**config.mk**
```make
export PLATFORM = sky130hd
export DESIGN_NAME = uart_rx_byte_flat
export DESIGN_NICKNAME = d
export VERILOG_FILES = /design/src/rtl/uart_rx_byte_if.sv /design/src/rtl/uart_rx_byte.sv /design/src/flat_wrapper.sv
export SDC_FILE = /design/constraint.sdc
export NUM_CORES = 1
export LEC_CHECK = 0
export BUFFER_PORTS_ARGS = -buffer_cell sky130_fd_sc_hd__buf_2
export CAP_MARGIN = 0
export CORE_ASPECT_RATIO = 0.9
export CORE_MARGIN = 2
export CORE_UTILIZATION = 45
export DETAILED_ROUTE_END_ITERATION = 16
export PLACE_DENSITY = 0.73
export SETUP_SLACK_MARGIN = 0.02
export SYNTH_ARGS = -nofsm -noshare
export SYNTH_HDL_FRONTEND = slang
export SYNTH_SLANG_ARGS = --single-unit
```
**constraint.sdc**
```tcl
create_clock -name clk_100MHZ -period 2.28 [get_ports clk_100MHZ]
set_input_delay 0.114 -clock clk_100MHZ [delete_from_list [all_inputs] [get_ports clk_100MHZ]]
set_output_delay 0.114 -clock clk_100MHZ [all_outputs]
set_load 0.05 [all_outputs]
```
**src/rtl/uart_rx_byte_if.sv**
```systemverilog
// Serial receive bus for uart_rx_byte: line in, byte and status pulses out.
// The master drives rx_line; the receiver (slave) drives everything else.
interface uart_rx_byte_if;
    logic       rx_line;
    logic [7:0] data_out;
    logic       data_valid;
    logic       busy_flag;
    logic       frame_error;
    logic       parity_error;

    modport master (
        output rx_line,
        input  data_out,
        input  data_valid,
        input  busy_flag,
        input  frame_error,
        input  parity_error
    );

    modport slave (
        input  rx_line,
        output data_out,
        output data_valid,
        output busy_flag,
        output frame_error,
        output parity_error
    );
endinterface

```
**src/rtl/uart_rx_byte.sv**
```systemverilog
// 8N1 UART byte receiver with centre sampling and frame-error detection.
// Define UART_RX_PARITY_EN for an even-parity bit after the data bits.
module uart_rx_byte #(
    parameter int CLKS_PER_BIT = 10417,
    parameter int HALF_BIT     = 5208
) (
    input  logic          clk_100MHZ,
    input  logic          rst_n,
    uart_rx_byte_if.slave bus
);
    localparam int CW = (CLKS_PER_BIT > 1) ? $clog2(CLKS_PER_BIT) : 1;
    typedef logic [CW-1:0] cnt_t;
    localparam cnt_t BIT_END  = cnt_t'(CLKS_PER_BIT - 1);
    localparam cnt_t HALF_END = cnt_t'(HALF_BIT - 1);

    typedef enum logic [2:0] {
        IDLE,
        START,
        DATA,
`ifdef UART_RX_PARITY_EN
        PARITY,
`endif
        STOP,
        WAIT_IDLE
    } state_t;

    state_t     state_q, state_d;
    cnt_t       cnt_q, cnt_d;
    logic [3:0] idx_q, idx_d;
    logic [7:0] sh_q, sh_d;
    logic [7:0] dout_q, dout_d;
    logic       dv_q, dv_d;
    logic       fe_q, fe_d;
    logic [1:0] sync_q;
    logic       rx_s;
    logic       bit_end;
`ifdef UART_RX_PARITY_EN
    logic       par_q, par_d;
    logic       pe_q, pe_d;
    logic       par_bad;
`endif

    // Sync flops reset high so release never looks like a start edge
    always_ff @(posedge clk_100MHZ or negedge rst_n) begin
        if (!rst_n) sync_q <= 2'b11;
        else        sync_q <= {sync_q[0], bus.rx_line};
    end

    assign rx_s    = sync_q[1];
    assign bit_end = (cnt_q == BIT_END);
`ifdef UART_RX_PARITY_EN
    assign par_bad = ^{sh_q, par_q};
`endif

    always_ff @(posedge clk_100MHZ or negedge rst_n) begin
        if (!rst_n) begin
            state_q <= IDLE;
            cnt_q   <= '0;
            idx_q   <= '0;
            sh_q    <= '0;
            dout_q  <= '0;
            dv_q    <= 1'b0;
            fe_q    <= 1'b0;
`ifdef UART_RX_PARITY_EN
            par_q   <= 1'b0;
            pe_q    <= 1'b0;
`endif
        end else begin
            state_q <= state_d;
            cnt_q   <= cnt_d;
            idx_q   <= idx_d;
            sh_q    <= sh_d;
            dout_q  <= dout_d;
            dv_q    <= dv_d;
            fe_q    <= fe_d;
`ifdef UART_RX_PARITY_EN
            par_q   <= par_d;
            pe_q    <= pe_d;
`endif
        end
    end

    always_comb begin
        state_d = state_q;
        cnt_d   = cnt_q;
        idx_d   = idx_q;
        sh_d    = sh_q;
        dout_d  = dout_q;
        dv_d    = 1'b0;
        fe_d    = 1'b0;
`ifdef UART_RX_PARITY_EN
        par_d   = par_q;
        pe_d    = 1'b0;
`endif
        unique case (state_q)
            IDLE: begin
                cnt_d = '0;
                idx_d = '0;
                if (!rx_s) state_d = START;
            end
            START: begin
                if (cnt_q == HALF_END) begin
                    cnt_d   = '0;
                    state_d = rx_s ? IDLE : DATA;
                end else begin
                    cnt_d = cnt_q + cnt_t'(1);
                end
            end
            DATA: begin
                if (bit_end) begin
                    cnt_d = '0;
                    sh_d  = {rx_s, sh_q[7:1]};
                    if (idx_q != 4'd8) idx_d = idx_q + 4'd1;
`ifdef UART_RX_PARITY_EN
                    if (idx_q == 4'd7) state_d = PARITY;
`else
                    if (idx_q == 4'd7) state_d = STOP;
`endif
                end else begin
                    cnt_d = cnt_q + cnt_t'(1);
                end
            end
`ifdef UART_RX_PARITY_EN
            PARITY: begin
                if (bit_end) begin
                    cnt_d   = '0;
                    par_d   = rx_s;
                    state_d = STOP;
                end else begin
                    cnt_d = cnt_q + cnt_t'(1);
                end
            end
`endif
            STOP: begin
                if (bit_end) begin
                    cnt_d = '0;
                    if (rx_s) begin
                        state_d = IDLE;
`ifdef UART_RX_PARITY_EN
                        if (par_bad) begin
                            pe_d = 1'b1;
                        end else begin
                            dout_d = sh_q;
                            dv_d   = 1'b1;
                        end
`else
                        dout_d = sh_q;
                        dv_d   = 1'b1;
`endif
                    end else begin
                        fe_d    = 1'b1;
                        state_d = WAIT_IDLE;
`ifdef UART_RX_PARITY_EN
                        pe_d    = par_bad;
`endif
                    end
                end else begin
                    cnt_d = cnt_q + cnt_t'(1);
                end
            end
            WAIT_IDLE: begin
                if (rx_s) state_d = IDLE;
            end
            default: state_d = IDLE;
        endcase
    end

    assign bus.data_out    = dout_q;
    assign bus.data_valid  = dv_q;
    assign bus.frame_error = fe_q;
    assign bus.busy_flag   = (state_q != IDLE);
`ifdef UART_RX_PARITY_EN
    assign bus.parity_error = pe_q;
`else
    assign bus.parity_error = 1'b0;
`endif
endmodule

```
**src/flat_wrapper.sv**
```systemverilog
// flat-port wrapper written by rule: the top's interface ports become plain ports
module uart_rx_byte_flat 
#(
    parameter int CLKS_PER_BIT = 10417,
    parameter int HALF_BIT     = 5208
)
  (clk_100MHZ, rst_n, bus_rx_line, bus_data_out, bus_data_valid, bus_busy_flag, bus_frame_error, bus_parity_error);
  uart_rx_byte_if bus_i ();
  input  logic clk_100MHZ;
  input  logic rst_n;
  input wire logic [$bits(bus_i.rx_line)-1:0] bus_rx_line;
  output wire logic [$bits(bus_i.data_out)-1:0] bus_data_out;
  output wire logic [$bits(bus_i.data_valid)-1:0] bus_data_valid;
  output wire logic [$bits(bus_i.busy_flag)-1:0] bus_busy_flag;
  output wire logic [$bits(bus_i.frame_error)-1:0] bus_frame_error;
  output wire logic [$bits(bus_i.parity_error)-1:0] bus_parity_error;
  assign bus_i.rx_line = bus_rx_line;
  assign bus_data_out = bus_i.data_out;
  assign bus_data_valid = bus_i.data_valid;
  assign bus_busy_flag = bus_i.busy_flag;
  assign bus_frame_error = bus_i.frame_error;
  assign bus_parity_error = bus_i.parity_error;
  uart_rx_byte #(.CLKS_PER_BIT(CLKS_PER_BIT), .HALF_BIT(HALF_BIT)) u_core (.clk_100MHZ(clk_100MHZ), .rst_n(rst_n), .bus(bus_i));
endmodule
```
Word-level counts from Yosys, hierarchy flattened
Index checks and enable logic that the tools add are counted.

cells by class
  $add $sub $neg = 2
  eq/ne operators = 15
  mux-type cells = 21
  reduce and logical (&&, ||, !) cells = 9

operators by type and width
  operator                                                                 number
  14-bit one-hot mux with 3 select lines                                   1
  14-bit two-way mux                                                       2
  3-bit two-way mux                                                        7
  3-bit one-hot mux with 5 select lines                                    1
  14-bit by 1-bit adder with 14-bit output, second input constant          1
  14-bit by 13-bit equality test with 1-bit output, second input constant  1
  14-bit equality test, second input constant                              1
  2-bit by 1-bit inequality test with 1-bit output, second input constant  6
  4-bit two-way mux                                                        2
  4-bit one-hot mux with 2 select lines                                    1
  3-bit by 2-bit equality test with 1-bit output, second input constant    2
  1-bit two-way mux                                                        6
  3-bit AND reduction                                                      2
  6-bit AND reduction                                                      1
  3-bit nonzero test                                                       2
  4-bit by 1-bit adder with 4-bit output, second input constant            1
  4-bit by 3-bit equality test with 1-bit output, second input constant    1
  4-bit inequality test, second input constant                             1
  3-bit by 1-bit equality test with 1-bit output, second input constant    1
  3-bit equality test, second input constant                               1
  3-bit zero test                                                          1
  2-bit two-way mux                                                        1
  2-bit inequality test, second input constant                             1
  2-bit AND reduction                                                      1
  other kinds (2)                                                          2

word-level totals
  register bits = 41
  input port bits = 3
  logic and storage cells = 55

Longest topological paths before layout
  word-level depth = 4
  mapped depth = 8
  gate-level depth less buffers = 7

Least setup slack after synthesis
No wires, ideal clock.

  path type = reg-to-reg
  from = register u_core.cnt_q[3]
  to = register u_core.sh_q[0]
  arrival time = 1.763 ns
  path slack = 0.392 ns
  stages on the path, launching flop included = 5
  clock period less this slack = 1.888 ns
  path through = dfrtp_1 > nor4b_4 > nand4_4 > nor4b_4 > mux2_2

between the ends
  cells in the longest elaborated chain, start to end = 2

RTL lines
  element                               line                text
  from (decl)                           uart_rx_byte.sv:28  cnt_t cnt_q, cnt_d;
  from (signal assigned)                uart_rx_byte.sv:70  cnt_q <= cnt_d;
  14-bit equality test                  uart_rx_byte.sv:50  assign bit_end = (cnt_q == BIT_END);
  2-bit AND reduction (no source line)  -
  to (signal assigned)                  uart_rx_byte.sv:60  sh_q <= '0;
  to (signal assigned)                  uart_rx_byte.sv:72  sh_q <= sh_d;
  to (decl)                             uart_rx_byte.sv:30  logic [7:0] sh_q, sh_d;

No other way between the ends.
A chain may end at the register's enable or synchronous reset.

Worst setup path in the final report
  from = register u_core.cnt_q[0]
  to = register u_core.dout_q[7], in the netlist u_core.bus.data_out[7]

between the ends
  cells in the longest elaborated chain, start to end = 2

RTL lines
  element                               line                text
  14-bit equality test                  uart_rx_byte.sv:50
  3-bit AND reduction (no source line)  -
  to (signal assigned)                  uart_rx_byte.sv:73  dout_q <= dout_d;
  to (decl)                             uart_rx_byte.sv:31  logic [7:0] dout_q, dout_d;

No other way between the ends.

==> results_dict.tcl <==
set metrics [dict create \
    status "complete, no violations" \
    cp_max_fo 9 \
    finalWeightedCongestion 0.7613 \
    core_mm2 0.004374 \
    finalHoldViolCount 0 \
    synth_top_area_frac 0.4830 \
    cts.htree.levels 2 \
    clock-sinks 41 \
    drcViolationCount 0 \
    cts_tree "done" \
    slew_viol_final 0 \
    post-route-min-period_ns 2.073 \
    yosysWarnings 0 \
    fillCellCount 413 \
    insertion_delay_ns 0.30 \
    io-pin-count 15 \
    ir_worst_vdd_uv 356.9 \
    p_sw_frac 0.2321 \
    antenna_cells 0 \
    dp_hpwl_um 2511 \
    grt_pass1_vias 1318 \
    synth_fp_nets 198 \
    crit_path_top_delay_cell "dfrtp_1" \
    fin_nets 216 \
    slew_headroom 0.4059 \
    skew_ns 0.003957 \
    wl_per_cell_um 13.25 \
    worst_slack_ns 0.2070 \
    synth.ff_latch_count 41 \
    finalSetupTns_ns 0 \
    layout_common_cells "dfrtp_1, nand2_1, mux2_2, nand3_1" \
    grt_max_degree 42 \
    port-buffer-count 13 \
    grt-ovfl-total 0 \
    antenna_found_initial 0 \
    die_w_um 74.64 \
    cell_internal_pwr_uw 950.7 \
    final_layout_size_suffix_gt1_frac 0.2381 \
    track_usage 0.1643 \
    yosysUniqueCellTypes 38 \
    max_slew.worst_pin.slew_ns 0.8911 \
    syn2layout_area_growth_pct 12.26 \
    synth_area_leaders "dfrtp_1, mux2_2, nand2_1" \
    mostFrequentLayoutCell "dfrtp_1" \
    sequentialPowerShare 0.591 \
    die_h_um 67.57 \
    vias 1461 \
    switchingPower_uw 287.3 \
    maxCapViolations 0 \
    cp.arrival_ns 2.26 \
    rsz0062_at_grt "no" \
    leakagePower_uw 0.001033 \
    cp-end-kind "flop" \
    crit_buf_inv 1 \
    numCtsBuffers 5 \
    max_freq_mhz 482.4 \
    crit_type "flop to flop" \
    drtAntennaViolNets 0 \
    wl_um 3603 \
    yosys.area.top_type "dfrtp_1" \
    clockRootBuffer "clkbuf_8" \
    path_delay_family "simple AND/OR/NAND/NOR gates" \
    clockPowerShare 0.392 \
    initial_utilization 0.4620 \
    grt_pass1_wl_um 6237 \
    setup_viol 0 \
    seq_area_frac_synth 0.5090 \
    crit_chain "inv_1, ha_1, and3_1, nand4_4, nor2_1, and4_2, mux2_2" \
    dieArea_mm2 0.005043 \
    power_frac_comb 0.018 \
    required_ns 2.47 \
    syn_area_per_cell_um2 10.58 \
    final.period_utilization 0.9092 \
    crit_path_start_kind "flop" \
    cpPeakStageDelay_ns 0.43 \
    rows 23 \
    cts_buffer_depth 2 \
    vias_per_cell 5.371 \
    syn_area_mm2 0.002021 \
    firstDrtPassIters 4 \
    clk_pin_slew_ns 0.08 \
    drtIter0Drc 185 \
    syn_inst 191 \
    powerDensity_mw_per_mm2 545.8 \
    dp_slack_ns 0.1324 \
    hold_class "flop to flop" \
]
-- sequential cells by signal, indices dropped and copies added, names as in the netlist --
register and count:
u_core.bus.data_out 8, u_core.bus.data_valid 1, u_core.bus.frame_error 1, u_core.cnt_q 14, u_core.idx_q 4, u_core.sh_q 8
u_core.state_q 3, u_core.sync_q 2
-- metrics by stage --
| stage | cell area [µm²] | instances | util | hold slack, ns | total power (µW) |
|---|---|---|---|---|---|
| after floorplan | 2021 | 191 | - | -0.1816 | 751.2 |
| after global placement | 2157 | 262 | 0.4931 | 0.2212 | 766.3 |
| after detailed placement | 2157 | 262 | 0.4931 | 0.2202 | 766.5 |
| after CTS | 2267 | 272 | 0.5183 | 0.3601 | 1249 |
| after global routing | 2268 | 272 | 0.5186 | 0.3629 | 1286 |
| final | 2268 | 272 | 0.5186 | 0.3584 | 1238 |
-- synthesized netlist by cell type --
library cell  number
buf_1              1
conb_1             1
o21ai_0            8
a31oi_1            2
or3_1             10
a22o_1             2
nand4_1            3
and2_1             2
nor2b_1            2
and3_1             1
a21oi_1           10
nand3_1           15
nand4b_1           1
and4bb_2           1
clkbuf_1           4
ha_1               4
mux2_2            16
nand2_1           21
o311ai_0           4
nor4b_4            2
buf_2              2
nor4bb_1           1
a311oi_1           1
nor2_1             6
and4_1             4
or2_2              1
a32oi_1            1
mux2i_1            1
a41oi_1            1
nor3b_1            3
dfstp_2            2
inv_1             13
dfrtp_1           39
nand3b_1           1
or4_1              1
nand4_4            1
o22ai_1            1
buf_4              2
-- timing repair --
action | CTS | global route
resized for setup | 0 | 1
buffers inserted | 0 | 0
setup endpoints to repair | 0 | 8
endpoints found under the hold margin | 40 | 0
hold buffers | 2 | 0
-- cell families after synthesis --
family / Yosys count / share of synthesized area
simple gates: 76 / 0.2316
flops: 41 / 0.5090
fa+ha+maj: 4 / 0.02477
compound gates: 30 / 0.09288
buf+inv: 22 / 0.04582
mux: 17 / 0.09412
other cells: 1 / 0.001856
-- layer usage --
metal | vias up | global-route usage | routed length, µm
met4 | 0 | 0.07813 | 60
met5 | - | 0 | 0
met2 | 23 | 0.2246 | 1586
met1 | 713 | 0.2392 | 1858
li1 | 719 | - | -
met3 | 6 | 0.04328 | 98
-- power groups by stage --
stage	Clock, µW	Combinational [µW]	Sequential (µW)
floorplan	0	5.75	745
global placement	0	20.5	746
detailed placement	0	20.6	746
CTS	494	23.0	731
global route	529	25.2	732
finish	485	21.8	732
-- worst register-to-register path: stages, from the launching register on --
cell     delay [ns]
dfrtp_1        0.43
inv_1          0.08
ha_1           0.15
and3_1         0.21
nand4_4        0.17
nor2_1         0.17
and4_2         0.39
mux2_2         0.36
-- cell type report --
type / instances / area, µm² / area share
repair buffers: 20 / 122.6 / 0.05405
multi-input cells: 128 / 900.9 / 0.3971
flip-flops and latches: 41 / 1028 / 0.4534
clock inverters: 3 / 21.27 / 0.009377
clock buffers: 5 / 68.82 / 0.03034
well taps: 62 / 77.57 / 0.03420
inverters: 13 / 48.80 / 0.02151
-- path summary, 6_finish.rpt --
check / from / end / slack (ns) / depth (start not counted)
max in group asynchronous: rst_n / u_core.cnt_q[6] / 1.25 / 2
worst min register to register: u_core.sync_q[0] / u_core.sync_q[1] / 0.36 / 0
worst max register to register: u_core.cnt_q[0] / u_core.bus.data_out[7] / 0.21 / 7
min in group asynchronous: rst_n / u_core.idx_q[0] / 0.48 / 2
worst min-delay path: u_core.sync_q[0] / u_core.sync_q[1] / 0.36 / 0
worst max-delay path: u_core.cnt_q[0] / u_core.bus.data_out[7] / 0.21 / 7
(Power assumes the default switching activity.)
